**src/rtl/fetch_pkg.sv**
```systemverilog
// -----------------------------------------------------------------------------
// fetch_pkg
// Shared constants and types for the instruction-fetch stage.
//   XLEN          default address/PC width (the struct layout below uses it)
//   INST_W        instruction word width
//   NOP_INST      canonical RISC-V NOP (addi x0, x0, 0)
//   fetch_entry_t one prefetch FIFO entry: {pc, inst}
// -----------------------------------------------------------------------------
package fetch_pkg;

    localparam int XLEN   = 32;
    localparam int INST_W = 32;

    localparam logic [INST_W-1:0] NOP_INST = 32'h0000_0013;

    typedef struct packed {
        logic [XLEN-1:0]   pc;
        logic [INST_W-1:0] inst;
    } fetch_entry_t;

endpackage : fetch_pkg

```
**src/rtl/fetch_fifo.sv**
```systemverilog
// -----------------------------------------------------------------------------
// fetch_fifo
// Registered prefetch FIFO between the instruction memory response path and
// decode. There is no bypass: a pushed word becomes visible at dout one cycle
// after the push. dout reads 0 when the FIFO is empty.
// Parameters: WIDTH (entry width), DEPTH (entries, power of 2, >= 2)
// Ports:
//   clk, rst    clock, asynchronous active-high reset
//   push, din   write one entry (ignored while flush is high)
//   pop         release the head entry
//   flush       empty the FIFO; wins over push and pop
//   dout        head entry
//   count       occupancy, 0..DEPTH
//   empty, full occupancy flags
// -----------------------------------------------------------------------------
module fetch_fifo #(
    parameter int WIDTH = 64,
    parameter int DEPTH = 4
) (
    input  logic                       clk,
    input  logic                       rst,
    input  logic                       push,
    input  logic                       pop,
    input  logic                       flush,
    input  logic [WIDTH-1:0]           din,
    output logic [WIDTH-1:0]           dout,
    output logic [$clog2(DEPTH+1)-1:0] count,
    output logic                       empty,
    output logic                       full
);

    localparam int AW    = $clog2(DEPTH);
    localparam int CNT_W = $clog2(DEPTH+1);

    logic [WIDTH-1:0] mem [DEPTH];
    logic [AW-1:0]    wr_ptr;
    logic [AW-1:0]    rd_ptr;
    logic             do_push;
    logic             do_pop;

    assign empty   = (count == '0);
    assign full    = (count == CNT_W'(DEPTH));
    assign do_push = push && !flush && !full;
    assign do_pop  = pop && !flush && !empty;
    assign dout    = empty ? '0 : mem[rd_ptr];

    // Pointers wrap naturally because DEPTH is a power of 2.
    always_ff @(posedge clk or posedge rst) begin
        if (rst) begin
            wr_ptr <= '0;
            rd_ptr <= '0;
            count  <= '0;
        end else if (flush) begin
            wr_ptr <= '0;
            rd_ptr <= '0;
            count  <= '0;
        end else begin
            if (do_push) wr_ptr <= wr_ptr + AW'(1);
            if (do_pop)  rd_ptr <= rd_ptr + AW'(1);
            count <= count + CNT_W'(do_push) - CNT_W'(do_pop);
        end
    end

    // NOTE: storage has no reset; count/empty gate every read, so stale
    // contents are never observed and the array can map onto plain flops/RAM.
    always_ff @(posedge clk) begin
        if (do_push) mem[wr_ptr] <= din;
    end

endmodule : fetch_fifo

```
**src/rtl/fetch_unit.sv**
```systemverilog
// -----------------------------------------------------------------------------
// fetch_unit
// Instruction-fetch stage. Issues in-order word fetches to a valid/ready
// instruction memory with up to MAX_OUTSTANDING requests in flight, buffers the
// returned words with their PCs in a prefetch FIFO, and serves decode through a
// valid/ready interface. Trap/mret and branch redirects flush the FIFO and
// discard responses that were already in flight.
//
// Optional feature: define FETCH_PERF_CNT_EN to add the saturating 32-bit
// performance counters perf_redir_cnt and perf_starve_cnt.
//
// Parameters: XLEN, FIFO_DEPTH (power of 2, >= 2),
//             MAX_OUTSTANDING (1..FIFO_DEPTH), RESET_PC
// Ports:
//   clk, rst                         clock, asynchronous active-high reset
//   trap_redir, trap_pc              CSR redirect (trap entry / mret)
//   br_redir, br_pc                  taken branch/jump redirect from decode
//   imem_req_valid/ready/addr        fetch request channel
//   imem_rsp_valid/data              in-order response channel, no backpressure
//   if_valid/ready, if_pc/if_inst    instruction presented to decode
//   fetch_idle                       nothing in flight, nothing to drop, FIFO empty
//   perf_redir_cnt, perf_starve_cnt  (FETCH_PERF_CNT_EN only)
// -----------------------------------------------------------------------------
module fetch_unit
    import fetch_pkg::*;
#(
    parameter int              XLEN            = 32,
    parameter int              FIFO_DEPTH      = 4,
    parameter int              MAX_OUTSTANDING = 2,
    parameter logic [XLEN-1:0] RESET_PC        = '0
) (
    input  logic              clk,
    input  logic              rst,
    input  logic              trap_redir,
    input  logic [XLEN-1:0]   trap_pc,
    input  logic              br_redir,
    input  logic [XLEN-1:0]   br_pc,
    output logic              imem_req_valid,
    input  logic              imem_req_ready,
    output logic [XLEN-1:0]   imem_req_addr,
    input  logic              imem_rsp_valid,
    input  logic [INST_W-1:0] imem_rsp_data,
    output logic              if_valid,
    input  logic              if_ready,
    output logic [XLEN-1:0]   if_pc,
    output logic [INST_W-1:0] if_inst,
    output logic              fetch_idle
`ifdef FETCH_PERF_CNT_EN
    ,
    output logic [31:0]       perf_redir_cnt,
    output logic [31:0]       perf_starve_cnt
`endif
);

    localparam int OUT_W   = $clog2(MAX_OUTSTANDING+1);
    localparam int CNT_W   = $clog2(FIFO_DEPTH+1);
    localparam int SUM_W   = CNT_W + 1;
    localparam int ENTRY_W = XLEN + INST_W;

    logic [XLEN-1:0]    fetch_pc;
    logic [XLEN-1:0]    rsp_pc;
    logic [OUT_W-1:0]   outstanding;
    logic [OUT_W-1:0]   drop_cnt;

    logic               redir;
    logic [XLEN-1:0]    target;
    logic [SUM_W-1:0]   in_use;
    logic               req_fire;
    logic               rsp_ok;
    logic               dropping;
    logic               push;
    logic               pop;

    logic [ENTRY_W-1:0] fifo_dout;
    logic [CNT_W-1:0]   fifo_count;
    logic               fifo_empty;
    logic               fifo_full;

    // NOTE: every variable driven here gets a value before any condition,
    // so no path through the block leaves it unassigned (no latch).
    always_comb begin
        redir       = trap_redir | br_redir;
        target      = trap_redir ? trap_pc : br_pc;
        target[1:0] = 2'b00;
    end

    // Credit rule: a request is only issued if a FIFO slot is already reserved
    // for its response, which is why the response path needs no backpressure.
    assign in_use         = SUM_W'(outstanding) + SUM_W'(fifo_count);
    assign imem_req_valid = !rst && !redir
                            && (outstanding < OUT_W'(MAX_OUTSTANDING))
                            && (in_use < SUM_W'(FIFO_DEPTH));
    assign imem_req_addr  = fetch_pc;
    assign req_fire       = imem_req_valid && imem_req_ready;

    // A response with nothing outstanding is a protocol error and is ignored.
    assign rsp_ok   = imem_rsp_valid && (outstanding != '0);
    assign dropping = (drop_cnt != '0);
    assign push     = rsp_ok && !redir && !dropping;

    assign if_valid = !fifo_empty && !redir;
    assign pop      = if_valid && if_ready;
    assign if_pc    = fifo_dout[ENTRY_W-1:INST_W];
    assign if_inst  = fifo_dout[INST_W-1:0];

    assign fetch_idle = (outstanding == '0) && !dropping && fifo_empty;

    // NOTE: sequential state uses non-blocking assignments so every register
    // samples the pre-edge values regardless of statement order.
    always_ff @(posedge clk or posedge rst) begin
        if (rst) begin
            fetch_pc    <= RESET_PC;
            rsp_pc      <= RESET_PC;
            outstanding <= '0;
            drop_cnt    <= '0;
        end else if (redir) begin
            // No request fires in a redirect cycle. Everything still in
            // flight afterwards is stale; a response arriving now is dropped
            // directly, so it is not counted again.
            fetch_pc    <= target;
            rsp_pc      <= target;
            outstanding <= outstanding - OUT_W'(rsp_ok);
            drop_cnt    <= outstanding - OUT_W'(rsp_ok);
        end else begin
            if (req_fire) fetch_pc <= fetch_pc + XLEN'(4);
            if (push)     rsp_pc   <= rsp_pc + XLEN'(4);
            if (rsp_ok && dropping) drop_cnt <= drop_cnt - OUT_W'(1);
            if (req_fire && !rsp_ok)      outstanding <= outstanding + OUT_W'(1);
            else if (!req_fire && rsp_ok) outstanding <= outstanding - OUT_W'(1);
        end
    end

    fetch_fifo #(
        .WIDTH (ENTRY_W),
        .DEPTH (FIFO_DEPTH)
    ) u_fifo (
        .clk   (clk),
        .rst   (rst),
        .push  (push),
        .pop   (pop),
        .flush (redir),
        .din   ({rsp_pc, imem_rsp_data}),
        .dout  (fifo_dout),
        .count (fifo_count),
        .empty (fifo_empty),
        .full  (fifo_full)
    );

`ifdef FETCH_PERF_CNT_EN
    always_ff @(posedge clk or posedge rst) begin
        if (rst) begin
            perf_redir_cnt  <= '0;
            perf_starve_cnt <= '0;
        end else begin
            if (redir && (perf_redir_cnt != '1))
                perf_redir_cnt <= perf_redir_cnt + 32'd1;
            if (if_ready && !if_valid && !redir && (perf_starve_cnt != '1))
                perf_starve_cnt <= perf_starve_cnt + 32'd1;
        end
    end
`endif

    a_no_overflow: assert property (@(posedge clk) disable iff (rst)
        !(push && fifo_full))
        else $error("fetch_unit: push into full prefetch FIFO");

    a_rsp_expected: assert property (@(posedge clk) disable iff (rst)
        !(imem_rsp_valid && (outstanding == '0)))
        else $error("fetch_unit: response with no outstanding request");

endmodule : fetch_unit

```
**config.mk**
```make
export PLATFORM = sky130hd
export DESIGN_NAME = fetch_unit
export DESIGN_NICKNAME = d
export VERILOG_FILES = /design/src/rtl/fetch_pkg.sv /design/src/rtl/fetch_fifo.sv /design/src/rtl/fetch_unit.sv
export SDC_FILE = /design/constraint.sdc
export NUM_CORES = 1
export LEC_CHECK = 0
export BUFFER_PORTS_ARGS = -buffer_cell sky130_fd_sc_hd__buf_2
export CAP_MARGIN = 20
export CORE_ASPECT_RATIO = 1.4
export CORE_UTILIZATION = 24
export CTS_CLUSTER_DIAMETER = 50
export CTS_CLUSTER_SIZE = 40
export DETAILED_ROUTE_END_ITERATION = 8
export PLACE_DENSITY = 0.5
export SETUP_SLACK_MARGIN = 0.15
export SYNTH_ARGS = -nofsm -noshare
export SYNTH_HDL_FRONTEND = slang
export SYNTH_SLANG_ARGS = --single-unit
```
**constraint.sdc**
```tcl
create_clock -name clk -period 9.12 [get_ports clk]
set_clock_uncertainty 0.05 [all_clocks]
set_input_delay 0.912 -clock clk [delete_from_list [all_inputs] [get_ports clk]]
set_output_delay 0.912 -clock clk [all_outputs]
set_load 0.05 [all_outputs]
```
==> qor.csv, run 1 <==
stage,metric,value,unit
finish,final_common_cell,edfxtp_1,
floorplanning,rows,104,
floorplanning,design.core.area,57600,sq um
setup_path,r2r_end,u_fifo.mem[1][27]$_DFFE_PP_,
cts,cts_sinks,319,
timing,holdWs,0.492,ns
yosys,yosysSeqAreaShare,65.7,%
drt,remaining_drc_errors,27,
yosys,synthDistinctLibCells,65,
job,cap_violations,0,
timing,rsz0062_at_grt,false,
power_and_ir_drop,ir_drop,0.116,mV
finish,most-common-layout-cells,"edfxtp_1 (248), buf_2 (193), and2_1 (69), dfrtp_1 (69), a21oi_1 (64)",
yosys,synth_edf_count,248,
setup_path,start_kind,flip-flop,
setup_path,cp_max_fo,37,
drt,first_pass_iters,7,
drt,first_iter_violations,492,
drt,wl_per_cell,19.5,um
setup_path,crit_path_end_kind,output port,
power_and_ir_drop,p_per_area,207,nW/um^2
cts,cts.reportedPaths.clkPinSlew,0.08,ns
floorplanning,start_util,24.3,%
setup_path,path_class,flip-flop to output port,
grt,antenna_found_initial,0,
finish,final_net_count,1237,
setup_path,critPathLaunch,u_fifo.rd_ptr[0]$_DFFE_PP0P_,
setup_path,worstReg2RegStart,drop_cnt[0]$_DFFE_PP0P_,
timing,setup_tns,0,ns
drt,vias_per_cell,4.66,
yosys,synth_area,14000,sq um
timing,fmax,0.233,GHz
setup_path,crit_required,8.16,ns
finish,multiInputGateArea,4510,sq um
cts,clockBufferDepth,3,
cts,cts_root_buf,clkbuf_16,
timing,final-max-slew-violation-count,0,
floorplanning,dieHeight,288,um
drt,drtAntennaViolNets,0,
cts,post-cts-setup-buffer-count,0,
min_path,hp-start,imem_rsp_data[31],
yosys,synth_cells,935,
setup_path,reg2regPathDepth,7,
grt,grt_max_degree,72,
cts,hold_buffers,0,
grt,grt_first_pass_wirelength,55500,um
yosys,synthArstFlopShare,22.3,%
setup_path,worstPathArrival,3.32,ns
place,gp_congestion,0.818,
yosys,yosys_warnings,0,
outcome,violations,DRC,
setup_path,worst-r2r-setup-slack,6.08,ns
timing,worst_pin_slew,1.06,ns
floorplanning,die_w,206,um
floorplanning,ios,202,
grt,overflow,0,
timing,finalCriticalPeriod,4.29,ns
cts,clk_latency,0.59,ns
timing,finalSetupViolations,0,
yosys,ys_seq_elements,319,
cts,cts_resized,0,
min_path,hold_path_class,input port to flip-flop,
grt,grt_pass1_vias,8978,
finish,n_fill_cell,5805,
cts,cts_tree,built,
finish,seq_area,9230,sq um
cts,numCtsBuffers,30,
timing,finalHoldViolCount,0,
cts,htree_num_levels,1,
finish,drive_above_1_share,31.2,%
yosys,syn_area_per_cell,15.0,sq um
finish,diodes,0,
timing,fin_crit_sh,47.0,%
power_and_ir_drop,leakage,6.12,nW
timing,slew_headroom,29.0,%
place,hpwl,24300,um
outcome,outcome,"finished, violations left",
finish,syn_to_final_growth,20.9,%
floorplanning,die-area,59500,sq um
place,portBuffers,193,
yosys,synthFlopType,edfxtp_1,
grt,track_usage,12.3,%
setup_path,cp-endpoint,if_pc[14],
drt,vias,8801,
drt,drt-total-wl,36800,um
[worst max-delay path, stage by stage (launching register included)]
cell     delay (ns)
dfrtp_4        0.84
buf_4          0.76
mux4_2         0.64
and2_1         0.21
buf_2          0.22
[where the power goes]
| group | leakage, nW | total [W] | internal, W | switching (W) |
|---|---|---|---|---|
| combinational | 2.41 | 0.000371 | 0.000126 | 0.000245 |
| sequential | 3.15 | 0.00172 | 0.00164 | 0.0000819 |
| clock | 0.559 | 0.00142 | 0.000724 | 0.000701 |
[registers in the layout (all words and copies together) (netlist names)]
name	cells
u_fifo.count	3
u_fifo.wr_ptr	2
rsp_pc	30
u_fifo.rd_ptr	2
outstanding	2
drop_cnt	2
u_fifo.mem	248
imem_req_addr	30
[final cells by class]
class,instances,area share (%)
timing repair buffer,208,6.38
sequential,319,54.4
tap,742,5.47
clock inverter,25,2.24
clock buffer,31,4.57
multi-input combinational,546,26.6
inverter,17,0.376
[worst min path at each step]
stage	depth (start not counted)	slack [ns]	endpoint
3_5_place_dp	2	0.48	drop_cnt[1]$_DFFE_PP0P_
2_1_floorplan	0	0.44	u_fifo.mem[0][61]$_DFFE_PP_
3_3_place_gp	1	0.48	u_fifo.wr_ptr[0]$_DFFE_PP0P_
4_1_cts	1	0.44	u_fifo.mem[1][19]$_DFFE_PP_
6_report	1	0.49	u_fifo.mem[2][31]$_DFFE_PP_
5_1_grt	1	0.45	u_fifo.mem[0][16]$_DFFE_PP_
[cell usage after synthesis (8+ instances only)]
master / n / area (sq um)
nor3_1: 8 / 40.0
o21ai_0: 31 / 155
xnor2_1: 10 / 87.6
edfxtp_1: 248 / 7450
and2_1: 73 / 457
nor2_1: 27 / 101
nand3_1: 19 / 95.1
mux4_2: 62 / 1400
o31ai_1: 10 / 75.1
dfrtp_1: 71 / 1780
a22o_1: 8 / 70.1
clkbuf_1: 27 / 101
nand4_1: 20 / 125
ha_1: 11 / 138
buf_2: 18 / 90.1
a22oi_1: 22 / 165
o21ai_1: 8 / 40.0
nand2_1: 56 / 210
a21oi_1: 64 / 320
a2bb2oi_1: 16 / 140
inv_1: 17 / 63.8
and3_1: 11 / 68.8
xor2_1: 10 / 87.6
[per-layer routing]
metal	vias to the layer above	global-route usage (%)	share of wire, %
met5	-	0	0
met4	0	4.01	2.6
met3	47	1.64	5.3
met2	271	21.6	50
met1	4436	15.6	42
li1	4047	-	-
[metrics by stage]
stage                     worst slack, ns  instances  total power (W)  area, sq um  utilization [%]
after CTS                            4.68       1887          0.00356        17000             29.4
after detailed placement             5.17       1831          0.00213        15800             27.4
after floorplan                      5.33        938          0.00199        14000                -
after global placement               5.19       1830          0.00212        15800             27.4
after global routing                 4.59       1888          0.00366        17000             29.4
final                                4.83       1888          0.00351        17000             29.4
[cells by family (layout without fill, tap and decap cells)]
logic type	Yosys count	after routing	share of synthesized area, %
compound gates	199	199	9.25
xor+xnor	20	20	1.25
fa+ha+maj	12	12	1.12
buf+inv	73	281	2.35
flops	319	319	65.7
mux	63	63	10.0
other cells	1	4	0.0267
simple gates	248	248	10.2
Note: power is estimated with default switching activity, not from simulation.
==> run 2: changes to the inputs <==
==> constraint.sdc (replaced) <==
create_clock -name clk -period 4.4 [get_ports clk]
set_clock_uncertainty 0.05 [all_clocks]
set_input_delay 0.44 -clock clk [delete_from_list [all_inputs] [get_ports clk]]
set_output_delay 0.44 -clock clk [all_outputs]
set_load 0.05 [all_outputs]
==> qor.csv, run 2 (same netlist as run 1, synthesis figures left out) <==
stage,metric,value,unit,change
outcome,outcome,"finished, violations left",,
outcome,violations,DRC,,
finish,n_fill_cell,5852,,+0.81%
floorplanning,start_util,24.3,%,unchanged
finish,final_common_cell,edfxtp_1,,
setup_path,slowest_stage,dfrtp_4,,
grt,grt_pass1_vias,8976,,-0.022%
cts,clockBufferDepth,3,,unchanged
drt,remaining_drc_errors,27,,unchanged
finish,postLayoutCellArea,17200,sq um,+1.2%
power_and_ir_drop,ir_drop,0.218,mV,+88%
job,cap_violations,0,,unchanged
timing,fin_crit_sh,72.7,%,
setup_path,start_kind,flip-flop,,
timing,final-max-slew-violation-count,0,,unchanged
finish,regMostFlops,u_fifo.mem,,
min_path,min_delay_path_depth,1,,unchanged
setup_path,reg2regPathDepth,6,,-1
setup_path,critPathLaunch,u_fifo.rd_ptr[0]$_DFFE_PP0P_,,
drt,vias,8972,,+1.9%
power_and_ir_drop,power,0.00714,W,+100%
finish,most-common-layout-cells,"edfxtp_1 (248), buf_2 (193), and2_1 (69), dfrtp_1 (69), a21oi_1 (64)",,
floorplanning,design.core.area,57600,sq um,unchanged
grt,track_usage,12.5,%,+0.11 points
cts,clk_latency,0.57,ns,-0.02 ns
grt,overflow,0,,unchanged
cts,cts_root_buf,clkbuf_16,,
setup_path,critical_path_depth,4,,unchanged
cts,cts_tree,built,,
cts,numCtsBuffers,29,,-3.3%
cts,cts_resized,0,,unchanged
setup_path,worstReg2RegStart,imem_req_addr[2]$_DFFE_PP0P_,,
power_and_ir_drop,leakage,6.20,nW,+1.3%
timing,finalSetupViolations,0,,unchanged
min_path,hp-start,imem_rsp_data[1],,
timing,setup_tns,0,ns,unchanged
power_and_ir_drop,p_per_area,416,nW/um^2,+100%
grt,grt_first_pass_wirelength,55700,um,+0.46%
place,portBuffers,193,,unchanged
place,pre_cts_slack,1.40,ns,-3.78 ns
drt,drtAntennaViolNets,0,,unchanged
grt,grt_max_degree,66,,-8.3%
drt,wl_per_cell,19.5,um,+0.32%
setup_path,path_class,flip-flop to output port,,
timing,finalCriticalPeriod,3.20,ns,
floorplanning,ios,202,,unchanged
finish,syn_to_final_growth,22.4,%,
floorplanning,die-area,59500,sq um,unchanged
drt,drt-total-wl,37300,um,+1.3%
setup_path,crit_path_end_kind,output port,,
setup_path,path_cells,buf_4 > mux4_2 > and2_1 > buf_2,,
setup_path,worst_path_largest_cell_delay,0.76,ns,-0.08 ns
floorplanning,dieHeight,288,um,unchanged
drt,first_pass_iters,7,,unchanged
place,gp_congestion,0.819,,about the same
setup_path,worstPathArrival,2.71,ns,-0.61 ns
timing,fmax,0.313,GHz,
setup_path,cp_max_fo,24,,-35%
cts,cts_sinks,319,,unchanged
place,hpwl,25100,um,+3.2%
timing,setup_ws,1.20,ns,-3.63 ns
finish,diodes,0,,unchanged
setup_path,crit_family,flip-flops,,
setup_path,crit_required,3.91,ns,-4.25 ns
timing,rsz0062_at_grt,false,,
min_path,hold_path_class,input port to flip-flop,,
timing,worst_pin_slew,1.02,ns,-0.0449 ns
finish,largest_reg_flops,248,,unchanged
place,place_area,15900,sq um,+0.69%
finish,drive_above_1_share,30.8,%,-0.34 points
floorplanning,die_w,206,um,unchanged
grt,antenna_found_initial,1,,+1
setup_path,path_buf_inv,2,,unchanged
drt,first_iter_violations,552,,+12%
timing,slew_headroom,31.5,%,+2.4 points
timing,finalHoldViolCount,0,,unchanged
drt,vias_per_cell,4.70,,+0.93%
cts,htree_num_levels,1,,unchanged
floorplanning,rows,104,,unchanged
cts,cts.reportedPaths.clkPinSlew,0.08,ns,about the same
finish,final_net_count,1258,,+1.7%
## run 2: cell count changes in the layout (fill, tap and decap cells not counted), sizes merged
cell | previous run | this run
clkbuf | 32 | 29
inv | 34 | 33
buf | 207 | 213
dlygate4sd3 | 0 | 17
## run 2: cell type report
type                    instances  area [sq um]  share of cell area (%)
clock buffers                  29           726                    4.23
flip-flops and latches        319          9230                    53.7
clock inverters                24           348                    2.03
inverters                      17          63.8                   0.372
repair buffers                230          1370                    7.97
multi-input cells             546          4510                    26.2
well taps                     742           928                    5.41
## run 2: stage by stage
step | hold WS (ns) | utilization (%) | std cells
after CTS | 0.000683 | 29.8 | 1906
after detailed placement | 0.470 | 27.6 | 1836
after global routing | 0.00829 | 29.8 | 1907
after floorplan | 0.440 | - | 938
after global placement | 0.466 | 27.6 | 1836
final | 0.0394 | 29.8 | 1907
## run 2: layer usage
layer	track usage, %	up-vias	share of wire [%]
met5	0	-	0
met4	3.25	0	1.8
met3	1.83	48	4.9
met2	22.0	308	51
met1	15.7	4528	42
li1	-	4088	-
## run 2: final timing paths
path                                            endpoint  slack [ns]
min                           u_fifo.mem[3][1]$_DFFE_PP_        0.04
min reg2reg                 u_fifo.wr_ptr[0]$_DFFE_PP0P_        0.50
max                                          if_inst[27]        1.20
max in group asynchronous          rsp_pc[3]$_DFFE_PP0P_        3.08
min in group asynchronous         rsp_pc[25]$_DFFE_PP0P_        0.42
max reg2reg                imem_req_addr[18]$_DFFE_PP0P_        1.68
## run 2: what timing repair did
item / 4_1_cts / 5_1_grt
setup buffers: 0 / 0
endpoints found under the hold margin: 77 / 0
hold buffers: 17 / 0
## run 2: worst reg2reg max path, cell delays in order (launching register included)
cell	delay [ns]
dfrtp_1	0.49
ha_1	0.26
nand3_1	0.23
nor4_2	0.90
nand2_1	0.31
o21ai_0	0.25
a2bb2oi_1	0.09
## run 2: power breakdown
part | internal [W] | total [W] | switching (W)
sequential | 0.00339 | 0.00356 | 0.000172
clock | 0.00140 | 0.00279 | 0.00139
combinational | 0.000274 | 0.000784 | 0.000510
==> run 3: changes to the inputs <==
--- a/config.mk
+++ b/config.mk
@@ -5,6 +5,7 @@
 export SDC_FILE = /design/constraint.sdc
 export NUM_CORES = 1
 export LEC_CHECK = 0
+export ABC_AREA = 1
 export BUFFER_PORTS_ARGS = -buffer_cell sky130_fd_sc_hd__buf_2
 export CAP_MARGIN = 20
 export CORE_ASPECT_RATIO = 1.4
==> constraint.sdc (replaced) <==
create_clock -name clk -period 3.22 [get_ports clk]
set_clock_uncertainty 0.05 [all_clocks]
set_input_delay 0.322 -clock clk [delete_from_list [all_inputs] [get_ports clk]]
set_output_delay 0.322 -clock clk [all_outputs]
set_load 0.05 [all_outputs]
==> qor.csv, run 3 <==
stage,metric,value,unit,change
grt,grt_max_degree,128,,+94%
power_and_ir_drop,p_per_area,540,nW/um^2,+30%
grt,track_usage,13.6,%,+1.2 points
setup_path,path_class,flip-flop to output port,,
timing,slew_headroom,44.9,%,+13 points
cts,cts_tree,built,,
yosys,yosys.area.top_type,edfxtp_1,,
yosys,synthArstFlopShare,22.3,%,unchanged
min_path,hold_path_class,input port to flip-flop,,
timing,finalSetupViolations,0,,unchanged
grt,grt_first_pass_wirelength,67700,um,+22%
finish,most-common-layout-cells,"nor2_1 (445), nand2_1 (269), edfxtp_1 (248), o21ai_0 (179), buf_2 (163)",,
yosys,yosys.area_share.simple,21.5,%,+11 points
timing,final-max-slew-violation-count,0,,unchanged
drt,first_iter_violations,725,,+31%
setup_path,worst_path_largest_cell_delay,0.46,ns,-0.30 ns
yosys,yosysSeqAreaShare,61.1,%,-4.6 points
job,cap_violations,0,,unchanged
finish,drive_above_1_share,16.5,%,-14 points
yosys,synthTopCellsByArea,"edfxtp_1 (49%), dfrtp_1 (12%), nor2_1 (11%)",,
timing,setup_tns,0,ns,unchanged
floorplanning,design.core.area,62200,sq um,+7.8%
yosys,synth_area,15100,sq um,+7.6%
yosys,synth_top_family_by_area,simple AND/OR/NAND/NOR gates,,
cts,clk_latency,0.58,ns,about the same
finish,final_net_count,1961,,+56%
timing,fmax,0.353,GHz,
yosys,yosysMostFrequentCell,nor2_1,,
finish,final_common_cell,nor2_1,,
timing,holdWs,0.0239,ns,-0.0155 ns
floorplanning,dieHeight,299,um,+3.7%
yosys,synth_compound_area_share,11.2,%,+1.9 points
yosys,syn_area_per_cell,9.23,sq um,-39%
setup_path,crit_family,buffers and inverters,,
drt,vias_per_cell,4.44,,-5.6%
drt,wl_met3,2060,um,+13%
drt,first_pass_iters,7,,unchanged
setup_path,path_cells,buf_12 > nor2_1 > nor2_1 > o21ai_0 > a21oi_1 > buf_12,,
timing,worst_pin_slew,0.826,ns,-0.194 ns
finish,largest_reg_flops,248,,unchanged
drt,wl_met2,22500,um,+17%
cts,clockBufferDepth,3,,unchanged
cts,htree_num_levels,1,,unchanged
grt,overflow,0,,unchanged
cts,cts.reportedPaths.clkPinSlew,0.08,ns,about the same
place,portBuffers,193,,unchanged
drt,vias,12000,,+33%
yosys,synth_cells,1636,,+75%
floorplanning,ios,202,,unchanged
timing,finalHoldViolCount,0,,unchanged
yosys,synth.area.mux_share,0,%,-10 points
yosys,netlist_top_cells_count,"nor2_1 (449), nand2_1 (269), edfxtp_1 (248), o21ai_0 (179), a21oi_1 (102)",,
yosys,synth_top_area_share,49.3,%,-3.7 points
setup_path,slowest_stage,buf_12,,
power_and_ir_drop,leakage,7.33,nW,+18%
place,gp_congestion,0.840,,+2.7%
setup_path,worstPathArrival,2.46,ns,-0.25 ns
grt,grt_pass1_vias,11700,,+30%
setup_path,path_buf_inv,2,,unchanged
floorplanning,start_util,24.3,%,-0.053 points
setup_path,start_kind,flip-flop,,
drt,drt-total-wl,44300,um,+19%
finish,n_fill_cell,6469,,+11%
floorplanning,die_w,214,um,+3.7%
floorplanning,rows,108,,+3.8%
outcome,outcome,"complete, no violations",,
yosys,yosys.area_share.adder,1.04,%,-0.079 points
timing,fin_crit_sh,88.0,%,
yosys,synthFlopType,edfxtp_1,,
finish,syn_to_final_growth,25.1,%,
cts,numCtsBuffers,29,,unchanged
drt,drtAntennaViolNets,0,,unchanged
setup_path,crit_path_end_kind,output port,,
grt,antenna_found_initial,0,,-1
drt,met1_length,18400,um,+17%
finish,regMostFlops,u_fifo.mem,,
yosys,ys_seq_elements,319,,unchanged
drt,wl_per_cell,16.4,um,-16%
cts,post-cts-setup-buffer-count,0,,unchanged
setup_path,cp_max_fo,127,,+430%
drt,remaining_drc_errors,0,,-100%
timing,rsz0062_at_grt,false,,
timing,finalCriticalPeriod,2.83,ns,
cts,cts_sinks,319,,unchanged
cts,cts_root_buf,clkbuf_16,,
floorplanning,die-area,63900,sq um,+7.5%
yosys,yosys_warnings,0,,unchanged
yosys,synthXorXnorAreaFrac,0.348,%,-0.90 points
yosys,synth_edf_count,248,,unchanged
power_and_ir_drop,ir_drop,0.415,mV,+90%
place,hpwl,30100,um,+20%
setup_path,crit_required,2.85,ns,-1.06 ns
drt,maxUsedRoutingLayer,met4,,
yosys,synthDistinctLibCells,43,,-34%
[run 3: changes by cell type after synthesis, sizes merged, moves of 12 or more]
cell	before	now
a21oi	64	106
a22oi	22	0
a2bb2oi	16	0
and2	73	1
buf	29	46
inv	17	87
mux4	62	0
nand2	56	274
nand3	25	44
nand3b	1	13
nand4	20	6
nor2	28	458
o21ai	39	190
[run 3: layer usage]
layer	global-route usage (%)	up-vias
li1	-	5905
met1	16.4	5661
met2	24.7	337
met3	1.81	64
met4	4.78	0
met5	0	-
[run 3: cell families (layout without fill, tap and decap cells)]
family | after synthesis | after routing
other | 1 | 5
adder cells (fa/ha/maj) | 12 | 12
buffers and inverters | 166 | 395
AND/OR/NAND/NOR | 809 | 809
flip-flops | 319 | 319
AO/OA/AOI/OAI | 323 | 323
XOR/XNOR | 6 | 6
[run 3: power breakdown]
group / internal [W] / switching [W]
logic: 0.000438 / 0.000982
registers: 0.00471 / 0.000307
clock network: 0.00200 / 0.00176
[run 3: worst register-to-register path, stage by stage (launching register included)]
cell and delay [ns]:
dfrtp_1 0.47, nor2_1 0.11, nor2_2 0.16, nand2_2 0.15, inv_2 0.19, nand2_1 0.31
nor2_4 0.42, buf_12 0.33
[run 3: final cells by class]
type / instances / area (sq um) / share of cell area, %
sequential: 319 / 9230 / 48.9
clock buffer: 31 / 733 / 3.88
tap: 825 / 1030 / 5.47
antenna: 1 / 2.50 / 0.0133
inverter: 87 / 328 / 1.74
clock inverter: 22 / 305 / 1.62
timing repair buffer: 255 / 2070 / 11.0
multi-input combinational: 1154 / 5190 / 27.5
[run 3: through the flow]
step / std cells / power [W] / utilization (%) / worst slack [ns] / instance area [sq um]
after floorplan: 1639 / 0.00596 / - / 0.101 / 15100
after global placement: 2607 / 0.00646 / 28.2 / 0.585 / 17500
after detailed placement: 2607 / 0.00650 / 28.2 / 0.579 / 17500
after CTS: 2693 / 0.0103 / 30.4 / 0.163 / 18900
after global routing: 2693 / 0.0106 / 30.4 / 0.226 / 18900
final: 2694 / 0.0102 / 30.4 / 0.388 / 18900
[run 3: timing repair]
action,4_1_cts,5_1_grt
resized for setup,1,1
hold buffers,33,0
endpoints found under the hold margin,156,0
pin swaps,0,0
endpoints found under the setup margin,3,2
[run 3: path summary, 6_finish.rpt]
check	startpoint	endpoint	slack (ns)	cells past startpoint
max	u_fifo.rd_ptr[0]$_DFFE_PP0P_	if_pc[18]	0.39	6
min	if_ready	u_fifo.rd_ptr[0]$_DFFE_PP0P_	0.02	3
max reg2reg	outstanding[1]$_DFFE_PP0P_	u_fifo.mem[1][5]$_DFFE_PP_	0.66	7
min reg2reg	imem_req_addr[31]$_DFFE_PP0P_	imem_req_addr[31]$_DFFE_PP0P_	0.52	2
max in group asynchronous	rst	rsp_pc[27]$_DFFE_PP0P_	2.02	4
min in group asynchronous	rst	rsp_pc[5]$_DFFE_PP0P_	0.39	3
